[src/rtl/regbus_pkg.sv]
// rtl/regbus_pkg.sv - shared types, limits and helpers for the register-bus arbiter
package regbus_pkg;

  localparam int MAX_PORTS = 8;

  typedef enum logic [1:0] {
    IDLE,
    ACCESS,
    ACK
  } arb_state_t;

  // Index width that never collapses to zero bits.
  function automatic int clog2(input int n);
    int r = 1;
    while ((1 << r) < n) r++;
    return r;
  endfunction

endpackage

[src/rtl/regbus_arbiter_if.sv]
// rtl/regbus_arbiter_if.sv - requester and register-file bundle of the arbiter
// REGBUS_ARB_LOCK_EN adds the per-port i_lock input.
interface regbus_arbiter_if #(
  parameter int N_PORTS      = 2,
  parameter int R_ADDR_WIDTH = 2
);

  logic [N_PORTS-1:0]              i_req;
  logic [N_PORTS-1:0]              i_we;
  logic [N_PORTS*R_ADDR_WIDTH-1:0] i_addr;
  logic [N_PORTS*32-1:0]           i_wdata;
`ifdef REGBUS_ARB_LOCK_EN
  logic [N_PORTS-1:0]              i_lock;
`endif
  logic [N_PORTS-1:0]              o_ack;
  logic [31:0]                     o_rdata;
  logic [R_ADDR_WIDTH-1:0]         o_rreg;
  logic                            o_rd;
  logic [31:0]                     i_rdata;
  logic [R_ADDR_WIDTH-1:0]         o_wreg;
  logic [31:0]                     o_wdata;
  logic                            o_wr;

`ifdef REGBUS_ARB_LOCK_EN
  modport slave (
    input  i_req, i_we, i_addr, i_wdata, i_lock, i_rdata,
    output o_ack, o_rdata, o_rreg, o_rd, o_wreg, o_wdata, o_wr
  );
  modport master (
    output i_req, i_we, i_addr, i_wdata, i_lock, i_rdata,
    input  o_ack, o_rdata, o_rreg, o_rd, o_wreg, o_wdata, o_wr
  );
`else
  modport slave (
    input  i_req, i_we, i_addr, i_wdata, i_rdata,
    output o_ack, o_rdata, o_rreg, o_rd, o_wreg, o_wdata, o_wr
  );
  modport master (
    output i_req, i_we, i_addr, i_wdata, i_rdata,
    input  o_ack, o_rdata, o_rreg, o_rd, o_wreg, o_wdata, o_wr
  );
`endif

endinterface

[src/rtl/regbus_rr_pick.sv]
// rtl/regbus_rr_pick.sv - combinational round-robin picker, first request above last_grant
module regbus_rr_pick #(
  parameter int N  = 2,
  parameter int IW = 1
) (
  input  logic [N-1:0]  req,
  input  logic [IW-1:0] last_grant,
  output logic          any,
  output logic [IW-1:0] grant
);

  logic [IW-1:0] idx;

  always_comb begin
    any   = 1'b0;
    grant = '0;
    idx   = '0;
    // k = N revisits last_grant itself, so a lone requester always wins.
    for (int k = 1; k <= N; k++) begin
      idx = IW'((int'(last_grant) + k) % N);
      if (!any && req[idx]) begin
        any   = 1'b1;
        grant = idx;
      end
    end
  end

endmodule

[src/rtl/regbus_arbiter.sv]
// rtl/regbus_arbiter.sv - round-robin sharing of one register-file port, grant/access/ack
// REGBUS_ARB_LOCK_EN enables lock-owner priority for atomic read-modify-write.
module regbus_arbiter
  import regbus_pkg::*;
#(
  parameter int N_PORTS      = 2,
  parameter int R_ADDR_WIDTH = 2
) (
  input  logic              clk,
  input  logic              reset,
  regbus_arbiter_if.slave   bus
);

  localparam int            IW         = clog2(N_PORTS);
  localparam logic [IW-1:0] LAST_RESET = IW'(N_PORTS - 1);

  generate
    if (N_PORTS < 2 || N_PORTS > MAX_PORTS) begin : g_bad_n_ports
      $error("regbus_arbiter: N_PORTS must be within 2..8");
    end
  endgenerate

  arb_state_t              state;
  logic [IW-1:0]           last_grant;
  logic [IW-1:0]           gnt;
  logic                    is_write;
  logic [N_PORTS-1:0]      ack_q;
  logic                    rd_q;
  logic                    wr_q;
  logic [R_ADDR_WIDTH-1:0] rreg_q;
  logic [R_ADDR_WIDTH-1:0] wreg_q;
  logic [31:0]             wdata_q;
  logic [31:0]             rdata_q;

  logic                    rr_any;
  logic [IW-1:0]           rr_grant;
  logic [IW-1:0]           win;
  logic                    win_locked;

  regbus_rr_pick #(
    .N  (N_PORTS),
    .IW (IW)
  ) u_pick (
    .req        (bus.i_req),
    .last_grant (last_grant),
    .any        (rr_any),
    .grant      (rr_grant)
  );

`ifdef REGBUS_ARB_LOCK_EN
  logic          lock_valid;
  logic [IW-1:0] lock_owner;

  // A requesting lock owner pre-empts round robin without moving the pointer.
  always_comb begin
    win_locked = lock_valid && bus.i_req[lock_owner];
    win        = win_locked ? lock_owner : rr_grant;
  end
`else
  always_comb begin
    win_locked = 1'b0;
    win        = rr_grant;
  end
`endif

  always_ff @(posedge clk) begin
    if (reset) begin
      state      <= IDLE;
      last_grant <= LAST_RESET;
      gnt        <= '0;
      is_write   <= 1'b0;
      ack_q      <= '0;
      rd_q       <= 1'b0;
      wr_q       <= 1'b0;
      rreg_q     <= '0;
      wreg_q     <= '0;
      wdata_q    <= '0;
      rdata_q    <= '0;
`ifdef REGBUS_ARB_LOCK_EN
      lock_valid <= 1'b0;
      lock_owner <= '0;
`endif
    end else begin
      case (state)
        IDLE: begin
`ifdef REGBUS_ARB_LOCK_EN
          if (lock_valid && !bus.i_req[lock_owner]) lock_valid <= 1'b0;
`endif
          if (rr_any) begin
            gnt      <= win;
            is_write <= bus.i_we[win];
            rreg_q   <= bus.i_addr[win*R_ADDR_WIDTH +: R_ADDR_WIDTH];
            wreg_q   <= bus.i_addr[win*R_ADDR_WIDTH +: R_ADDR_WIDTH];
            if (!win_locked) last_grant <= win;
            if (bus.i_we[win]) begin
              wdata_q <= bus.i_wdata[win*32 +: 32];
              wr_q    <= 1'b1;
            end else begin
              rd_q    <= 1'b1;
            end
`ifdef REGBUS_ARB_LOCK_EN
            lock_owner <= win;
            lock_valid <= bus.i_lock[win];
`endif
            state <= ACCESS;
          end
        end
        ACCESS: begin
          rd_q  <= 1'b0;
          wr_q  <= 1'b0;
          if (!is_write) rdata_q <= bus.i_rdata;
          ack_q <= N_PORTS'(1) << gnt;
          state <= ACK;
        end
        ACK: begin
          ack_q <= '0;
          state <= IDLE;
        end
        default: state <= IDLE;
      endcase
    end
  end

  assign bus.o_ack   = ack_q;
  assign bus.o_rd    = rd_q;
  assign bus.o_wr    = wr_q;
  assign bus.o_rreg  = rreg_q;
  assign bus.o_wreg  = wreg_q;
  assign bus.o_wdata = wdata_q;
  assign bus.o_rdata = rdata_q;

endmodule

[src/flat_wrapper.sv]
// flat-port wrapper written by rule: the top's interface ports become plain ports
module regbus_arbiter_flat import regbus_pkg::*;
#(
  parameter int N_PORTS      = 2,
  parameter int R_ADDR_WIDTH = 2
)
  (clk, reset, bus_i_req, bus_i_we, bus_i_addr, bus_i_wdata, bus_i_rdata, bus_o_ack, bus_o_rdata, bus_o_rreg, bus_o_rd, bus_o_wreg, bus_o_wdata, bus_o_wr);
  regbus_arbiter_if #(.N_PORTS(N_PORTS), .R_ADDR_WIDTH(R_ADDR_WIDTH)) bus_i ();
  input  logic clk;
  input  logic reset;
  input wire logic [$bits(bus_i.i_req)-1:0] bus_i_req;
  input wire logic [$bits(bus_i.i_we)-1:0] bus_i_we;
  input wire logic [$bits(bus_i.i_addr)-1:0] bus_i_addr;
  input wire logic [$bits(bus_i.i_wdata)-1:0] bus_i_wdata;
  input wire logic [$bits(bus_i.i_rdata)-1:0] bus_i_rdata;
  output wire logic [$bits(bus_i.o_ack)-1:0] bus_o_ack;
  output wire logic [$bits(bus_i.o_rdata)-1:0] bus_o_rdata;
  output wire logic [$bits(bus_i.o_rreg)-1:0] bus_o_rreg;
  output wire logic [$bits(bus_i.o_rd)-1:0] bus_o_rd;
  output wire logic [$bits(bus_i.o_wreg)-1:0] bus_o_wreg;
  output wire logic [$bits(bus_i.o_wdata)-1:0] bus_o_wdata;
  output wire logic [$bits(bus_i.o_wr)-1:0] bus_o_wr;
  assign bus_i.i_req = bus_i_req;
  assign bus_i.i_we = bus_i_we;
  assign bus_i.i_addr = bus_i_addr;
  assign bus_i.i_wdata = bus_i_wdata;
  assign bus_i.i_rdata = bus_i_rdata;
  assign bus_o_ack = bus_i.o_ack;
  assign bus_o_rdata = bus_i.o_rdata;
  assign bus_o_rreg = bus_i.o_rreg;
  assign bus_o_rd = bus_i.o_rd;
  assign bus_o_wreg = bus_i.o_wreg;
  assign bus_o_wdata = bus_i.o_wdata;
  assign bus_o_wr = bus_i.o_wr;
  regbus_arbiter #(.N_PORTS(N_PORTS), .R_ADDR_WIDTH(R_ADDR_WIDTH)) u_core (.clk(clk), .reset(reset), .bus(bus_i));
endmodule
[config.mk]
export PLATFORM = sky130hd
export DESIGN_NAME = regbus_arbiter_flat
export DESIGN_NICKNAME = d
export VERILOG_FILES = /design/src/rtl/regbus_pkg.sv /design/src/rtl/regbus_arbiter_if.sv /design/src/rtl/regbus_rr_pick.sv /design/src/rtl/regbus_arbiter.sv /design/src/flat_wrapper.sv
export SDC_FILE = /design/constraint.sdc
export NUM_CORES = 1
export LEC_CHECK = 0
export ABC_CLOCK_PERIOD_IN_PS = 1500
export BUFFER_PORTS_ARGS = -buffer_cell sky130_fd_sc_hd__buf_4
export CORE_MARGIN = 5
export CORE_UTILIZATION = 40
export DETAILED_ROUTE_END_ITERATION = 8
export PLACE_DENSITY = 0.81
export SYNTH_ARGS = -nofsm -noshare
export SYNTH_HDL_FRONTEND = slang
export SYNTH_SLANG_ARGS = --single-unit
[constraint.sdc]
create_clock -name clk -period 1.5 [get_ports clk]
set_input_delay 0.225 -clock clk [delete_from_list [all_inputs] [get_ports clk]]
set_output_delay 0.225 -clock clk [all_outputs]
set_load 0.01 [all_outputs]
==> flow_summary.yaml, run 1 <==
outcome:
  status: "finished with violations"
  violations: "setup timing"
sta:
  timing.fmax_mhz: 649
  timing.final.ws_setup_ns: -0.0400
  fin_setup_tns_ns: -0.0400
  rsz0062_at_grt: "yes"
  final-setup-viol-count: 1
  whs_ns: 0.123
  fin_skew_ns: 0.00876
  period_needed_ns: 1.54
  fin_crit_sh_pct: 103
  max_slew_margin_pct: 66.8
  report.final.slew_viol_count: 0
  tightest_slew_ns: 0.498
  hold_viol: 0
worst_setup_path:
  crit_type: "flip-flop to flip-flop"
  cp_max_fo: 15
  start_kind: "flip-flop"
  cp_top_family: "compound AO/OA/AOI/OAI gates"
  arrival_ns: 1.76
  critical_path_required_ns: 1.72
  critPathMaxStageDelay_ns: 0.35
  crit_path_cell_trace: "or2b_1 -> a32o_2 -> buf_6 -> a21oi_1 -> a211oi_2"
  rrSetupSlack_ns: -0.04
  slowest_stage: "dfxtp_2"
  crit_buf_inv: 1
  critPathCaptureType: "flip-flop"
route:
  top_layer: "met4"
  remaining_drc_errors: 0
  drt.antenna.violating_nets: 0
  m1WireLength_mm: 3.95
  drtPass1Iterations: 4
  finalWirelength_mm: 10.4
  wire_per_inst_um: 16.2
  wl_met2_mm: 5.60
  viasPerCell: 5.05
  drt_iter0_drc: 81
  met3_length_um: 732
  vias: 3255
pwr:
  pwr-share-clk_pct: 28.6
  power.switching_mw: 1.78
  powerDensity_nw_per_um2: 1140
  power_mw: 5.97
  internal_power_mw: 4.19
  leakagePower_nw: 2.28
  ir_worst_vdd_uv: 627
  swShare_pct: 29.8
  combPwrFrac_pct: 31.9
  p_seq_share_pct: 39.5
cts:
  cts_hold_buf: 0
  cts_buffers: 9
  htree_levels: 3
  root_buffer: "clkbuf_8"
  cts.sinks: 75
  clk_latency_ns: 0.34
  tritoncts: "yes"
  clock_path_buffers: 2
  cts.clk_slew.worst_paths_ns: 0.08
grt:
  grt_remaining_overflow: 0
  grt_first_pass_wirelength_mm: 15.3
  grtUsageTotal_pct: 18.9
  grt_max_degree: 42
  antenna_found_initial: 0
  grt_pass1_vias: 3132
logic_synthesis:
  synthTopCellsByCount: "dfxtp_1 (75), a21oi_1 (68), nand2_1 (66), mux2i_1 (38), a211oi_2 (30)"
  yosys.area.top_type: "dfxtp_1"
  yosys.cell_count.top_type: "dfxtp_1"
  syn_nets: 464
  synth_warnings: 0
  syn-mean-instance-area_sq_um: 9.38
  synth_top_area_share_pct: 45.4
  synth_edf_count: 0
  synth.area.top_cells: "dfxtp_1 (45%), mux2i_1 (11%), a211oi_2 (11%)"
  ys_ff_latch: 75
  synth_cell_types: 28
  netlist_instances: 353
  async_flop_share_pct: 0
  synth.cell_area_sq_um: 3310
  seq_area_frac_synth_pct: 45.4
  ys.flop_type: "dfxtp_1"
place:
  numPortBuffers: 177
  dp.cells: 620
  dp_hpwl_mm: 7.37
  gp_congestion: 0.716
  pre_cts_ws_ns: -0.134
  placed_cell_area_sq_um: 4820
floorplanning:
  fp.dieH_um: 101
  dieWidth_um: 101
  io_pins: 178
  rows: 33
  initial_core_util_pct: 40.7
  die-area_sq_um: 10200
  core_sq_um: 8130
final_layout:
  fillers: 659
  areaGrowthSynthToFinish_pct: 58.8
  fin_nets: 645
  num_antenna_cells: 0
  fin_util_pct: 64.6
  drive_above_1_share_pct: 52.1
  fin_area_sq_um: 5260
  final_cells: 644
flow_run:
  drv_cap: 0
worst_hold_path:
  hp-class: "primary input to flip-flop"
[final cells by class]
class                      count  area [sq um]  share of cell area [%]
inverter                       4          15.0                   0.286
clock inverter                 4          73.8                    1.40
timing repair buffer         199          1610                    30.5
sequential                    75          1500                    28.6
clock buffer                  12           145                    2.76
multi-input combinational    245          1780                    33.9
tap                          105           131                    2.50
[tightest hold or removal path: cells and delay by family]
family / cells / cell delay, ns
buffers and inverters: 1 / 0.11
AOI/OAI and AO/OA: 1 / 0.05
and+or+nand+nor: 1 / 0.04
[layout by cell type, fill, tap and decap left out, types with 2 or more instances in the layout]
master,instances
or2_2,2
a21oi_1,46
inv_2,2
nor2b_1,3
buf_4,189
and2_4,4
nand2b_1,4
nor2_1,8
mux2i_1,38
buf_12,6
dfxtp_1,74
inv_1,2
clkbuf_8,10
a211oi_1,4
a211oi_2,30
a31oi_1,2
bufinv_16,2
ha_1,3
clkbuf_1,2
a21oi_2,22
nand2_1,66
buf_6,3
[registers in the layout, summed over array words and instances (netlist names)]
| signal | flops |
|---|---|
| u_core.state | 2 |
| u_core.bus.o_wr | 1 |
| u_core.bus.o_wdata | 32 |
| u_core.bus.o_rreg | 2 |
| u_core.bus.o_rd | 1 |
| u_core.is_write | 1 |
| u_core.gnt | 1 |
| u_core.bus.o_ack | 2 |
| u_core.last_grant | 1 |
| u_core.bus.o_rdata | 32 |
[kinds of logic after synthesis]
logic type	count (synthesis)	synth area share, %
multiplexers	38	11.5
flip-flops	75	45.4
adder cells (fa/ha/maj)	5	1.89
buffers and inverters	37	5.78
AND/OR/NAND/NOR	90	11.6
AO/OA/AOI/OAI	108	23.9
[final timing paths]
check | startpoint | endpoint | cells after the start
worst max-delay path | u_core.last_grant | u_core.bus.o_wdata[3] | 5
worst min-delay path | bus_i_rdata[31] | u_core.bus.o_rdata[31] | 3
worst max register to register | u_core.last_grant | u_core.bus.o_wdata[3] | 5
worst min register to register | u_core.bus.o_rdata[30] | u_core.bus.o_rdata[30] | 2
[what timing repair did]
item / CTS / global route
setup endpoints to repair: 34 / 67
pin swaps: 0 / 1
resized for setup: 4 / 34
buffers inserted: 0 / 3
cloned: 2 / 3
[routing by layer]
metal | global-route usage, % | vias up
li1 | - | 1594
met1 | 22.0 | 1535
met2 | 33.4 | 108
met3 | 5.19 | 18
met4 | 5.83 | 0
met5 | 0 | -
[power groups by stage]
stage               Combinational [mW]  Clock (mW)  Sequential [mW]
detailed placement                1.69           0             2.39
global route                      2.06        1.84             2.38
CTS                               1.76        1.75             2.35
finish                            1.90        1.71             2.36
global placement                  1.64           0             2.38
floorplan                        0.820           0             2.47
(Power assumes the default switching activity.)
==> inputs of run 2 (changes only) <==
--- a/config.mk
+++ b/config.mk
@@ -5,12 +5,13 @@
 export SDC_FILE = /design/constraint.sdc
 export NUM_CORES = 1
 export LEC_CHECK = 0
+export ABC_AREA = 1
 export ABC_CLOCK_PERIOD_IN_PS = 1500
 export BUFFER_PORTS_ARGS = -buffer_cell sky130_fd_sc_hd__buf_4
 export CORE_MARGIN = 5
-export CORE_UTILIZATION = 40
+export CORE_UTILIZATION = 41
 export DETAILED_ROUTE_END_ITERATION = 8
-export PLACE_DENSITY = 0.81
+export PLACE_DENSITY = 0.82
 export SYNTH_ARGS = -nofsm -noshare
 export SYNTH_HDL_FRONTEND = slang
 export SYNTH_SLANG_ARGS = --single-unit
==> flow_summary.yaml, run 2 <==
outcome:
  status: "finished, final reports clean"
route:
  remaining_drc_errors: 0
  wire_per_inst_um: 12.4
  vias: 3713
  drt_iter0_drc: 134
  drtPass1Iterations: 5
  drt.antenna.violating_nets: 0
  finalWirelength_mm: 10.0
  viasPerCell: 4.59
logic_synthesis:
  synth_top_area_share_pct: 44.1
  synth_warnings: 0
  synthTopCellsByCount: "nand2_1 (175), nor2_1 (114), dfxtp_1 (75), inv_1 (43), o21ai_0 (38)"
  syn_nets: 628
  syn-mean-instance-area_sq_um: 6.59
  yosys.cell_count.top_type: "nand2_1"
  yosys.area.top_type: "dfxtp_1"
  seq_area_frac_synth_pct: 44.1
  async_flop_share_pct: 0
  synth_edf_count: 0
  synth_cell_types: 22
  synth.area.top_cells: "dfxtp_1 (44%), nand2_1 (19%), nor2_1 (13%)"
  ys.flop_type: "dfxtp_1"
  synth.cell_area_sq_um: 3410
  netlist_instances: 517
  ys_ff_latch: 75
cts:
  tritoncts: "yes"
  cts_buffers: 9
  htree_levels: 3
  clock_path_buffers: 2
  clk_latency_ns: 0.34
  cts.clk_slew.worst_paths_ns: 0.08
  cts_hold_buf: 0
  cts.sinks: 75
  root_buffer: "clkbuf_8"
grt:
  grt-busiest-layer: "met2"
  grt_use_met2_pct: 32.7
  grt_remaining_overflow: 0
  antenna_found_initial: 0
  grt_pass1_vias: 3623
  grt_max_degree: 36
  grtUsageTotal_pct: 19.5
  grt_first_pass_wirelength_mm: 16.2
  grt_util_met3_pct: 8.61
  met1_usage_pct: 22.7
worst_setup_path:
  r2r_start: "u_core.state[0]"
  critical_path_required_ns: 1.77
  r2r-end: "u_core.bus.o_wdata[21]"
  crit_type: "flip-flop to flip-flop"
  cp-endpoint: "u_core.bus.o_wdata[21]"
  startpoint: "u_core.state[0]"
  critPathCaptureType: "flip-flop"
  rr_worst_depth: 9
  cp_max_fo: 8
  arrival_ns: 1.70
  start_kind: "flip-flop"
  rrSetupSlack_ns: 0.07
sta:
  tightest_slew_ns: 0.422
  hold_viol: 0
  max_slew_margin_pct: 71.6
  final-setup-viol-count: 0
  fin_crit_sh_pct: 95.1
  report.final.slew_viol_count: 0
  fin_skew_ns: 0.0108
  period_needed_ns: 1.43
  whs_ns: 0.0607
  timing.fmax_mhz: 701
final_layout:
  fin_nets: 810
  num_antenna_cells: 0
  areaGrowthSynthToFinish_pct: 51.9
  final_cell_mix: "buf_4 (190), nand2_1 (175), nor2_1 (114)"
  final_common_cell: "buf_4"
  drive_above_1_share_pct: 34.9
pwr:
  leakagePower_nw: 2.84
  ir_worst_vdd_uv: 547
  power_mw: 5.89
  powerDensity_nw_per_um2: 1140
floorplanning:
  die-area_sq_um: 10200
  dieWidth_um: 101
  initial_core_util_pct: 41.7
  rows: 33
  fp.dieH_um: 101
  io_pins: 178
  core_sq_um: 8180
place:
  numPortBuffers: 177
  gp_congestion: 0.774
  dp_hpwl_mm: 7.38
worst_hold_path:
  hp-class: "primary input to flip-flop"
flow_run:
  drv_cap: 0
run 2: cell types whose count changed after synthesis, moves of 38 or more:
cell     previous run  this run
mux2i_1            38         0
a21oi_1            68         6
inv_1               4        43
nand2_1            66       175
o21ai_0             0        38
nor2_1              8       114
run 2: kinds of logic (layout without fill, tap and decap cells):
kind of cell,Yosys count,after routing,synth area share (%)
adders and majority gates,5,5,1.84
AOI/OAI and AO/OA,48,48,7.38
DFF,75,75,44.1
buffers and inverters,73,260,9.47
and+or+nand+nor,316,316,37.2
run 2: worst min path at each step:
stage | startpoint | endpoint | slack [ns] | cells after the start
floorplan | reset | u_core.is_write | 0.29 | 1
global placement | reset | u_core.is_write | 0.41 | 2
detailed placement | reset | u_core.is_write | 0.42 | 2
CTS | reset | u_core.is_write | 0.05 | 2
global route | reset | u_core.is_write | 0.03 | 2
finish | reset | u_core.is_write | 0.06 | 2
run 2: timing repair:
| action | CTS | global route |
|---|---|---|
| gates resized for setup | 2 | 10 |
| setup endpoints to repair | 1 | 34 |
| hold endpoints to repair | 0 | 0 |
| pin swaps | 1 | 4 |
| setup buffers | 1 | 4 |
| cloned | 1 | 1 |
run 2: area by class of cell:
cell class,count,area (sq um)
Multi-Input combinational cell,369,1600
Clock buffer,9,124
Tap cell,105,131
Timing Repair Buffer,199,1580
Clock inverter,7,68.8
Inverter,45,169
Fill cell,683,3000
Sequential cell,75,1500
run 2: where the power goes:
part           switching (mW)  internal, mW
Combinational           0.981         0.954
Sequential              0.158          2.29
Clock                   0.744         0.761
Total                    1.88          4.00
run 2: worst max-delay path, cell delays in order, from the launching register on:
cell and delay, ns:
dfxtp_2 0.34, inv_2 0.09, ha_4 0.14, inv_2 0.05
nor2_4 0.11, nand3_4 0.21, buf_12 0.21, nand2_1 0.07
nand2_1 0.06, nor2_1 0.10
run 2: layer usage:
layer / part of all wire [%] / wire (um) / up-vias
met5: 0 / 0 / -
met4: 1.6 / 157 / 0
met3: 12 / 1220 / 15
li1: - / - / 1911
met2: 47 / 4710 / 173
met1: 39 / 3920 / 1614
run 2: through the flow:
| stage | cell area [sq um] | utilization [%] | instances | TNS, ns | setup WS [ns] |
|---|---|---|---|---|---|
| finish | 5180 | 63.3 | 809 | 0 | 0.0735 |
| global route | 5180 | 63.3 | 809 | -0.0111 | -0.0111 |
| CTS | 5090 | 62.3 | 804 | 0 | 0.00873 |
| detailed placement | 4860 | 59.5 | 786 | 0 | 0.0111 |
| global placement | 4860 | 59.5 | 786 | 0 | 0.109 |
| floorplan | 3410 | - | 517 | 0 | 0.0262 |
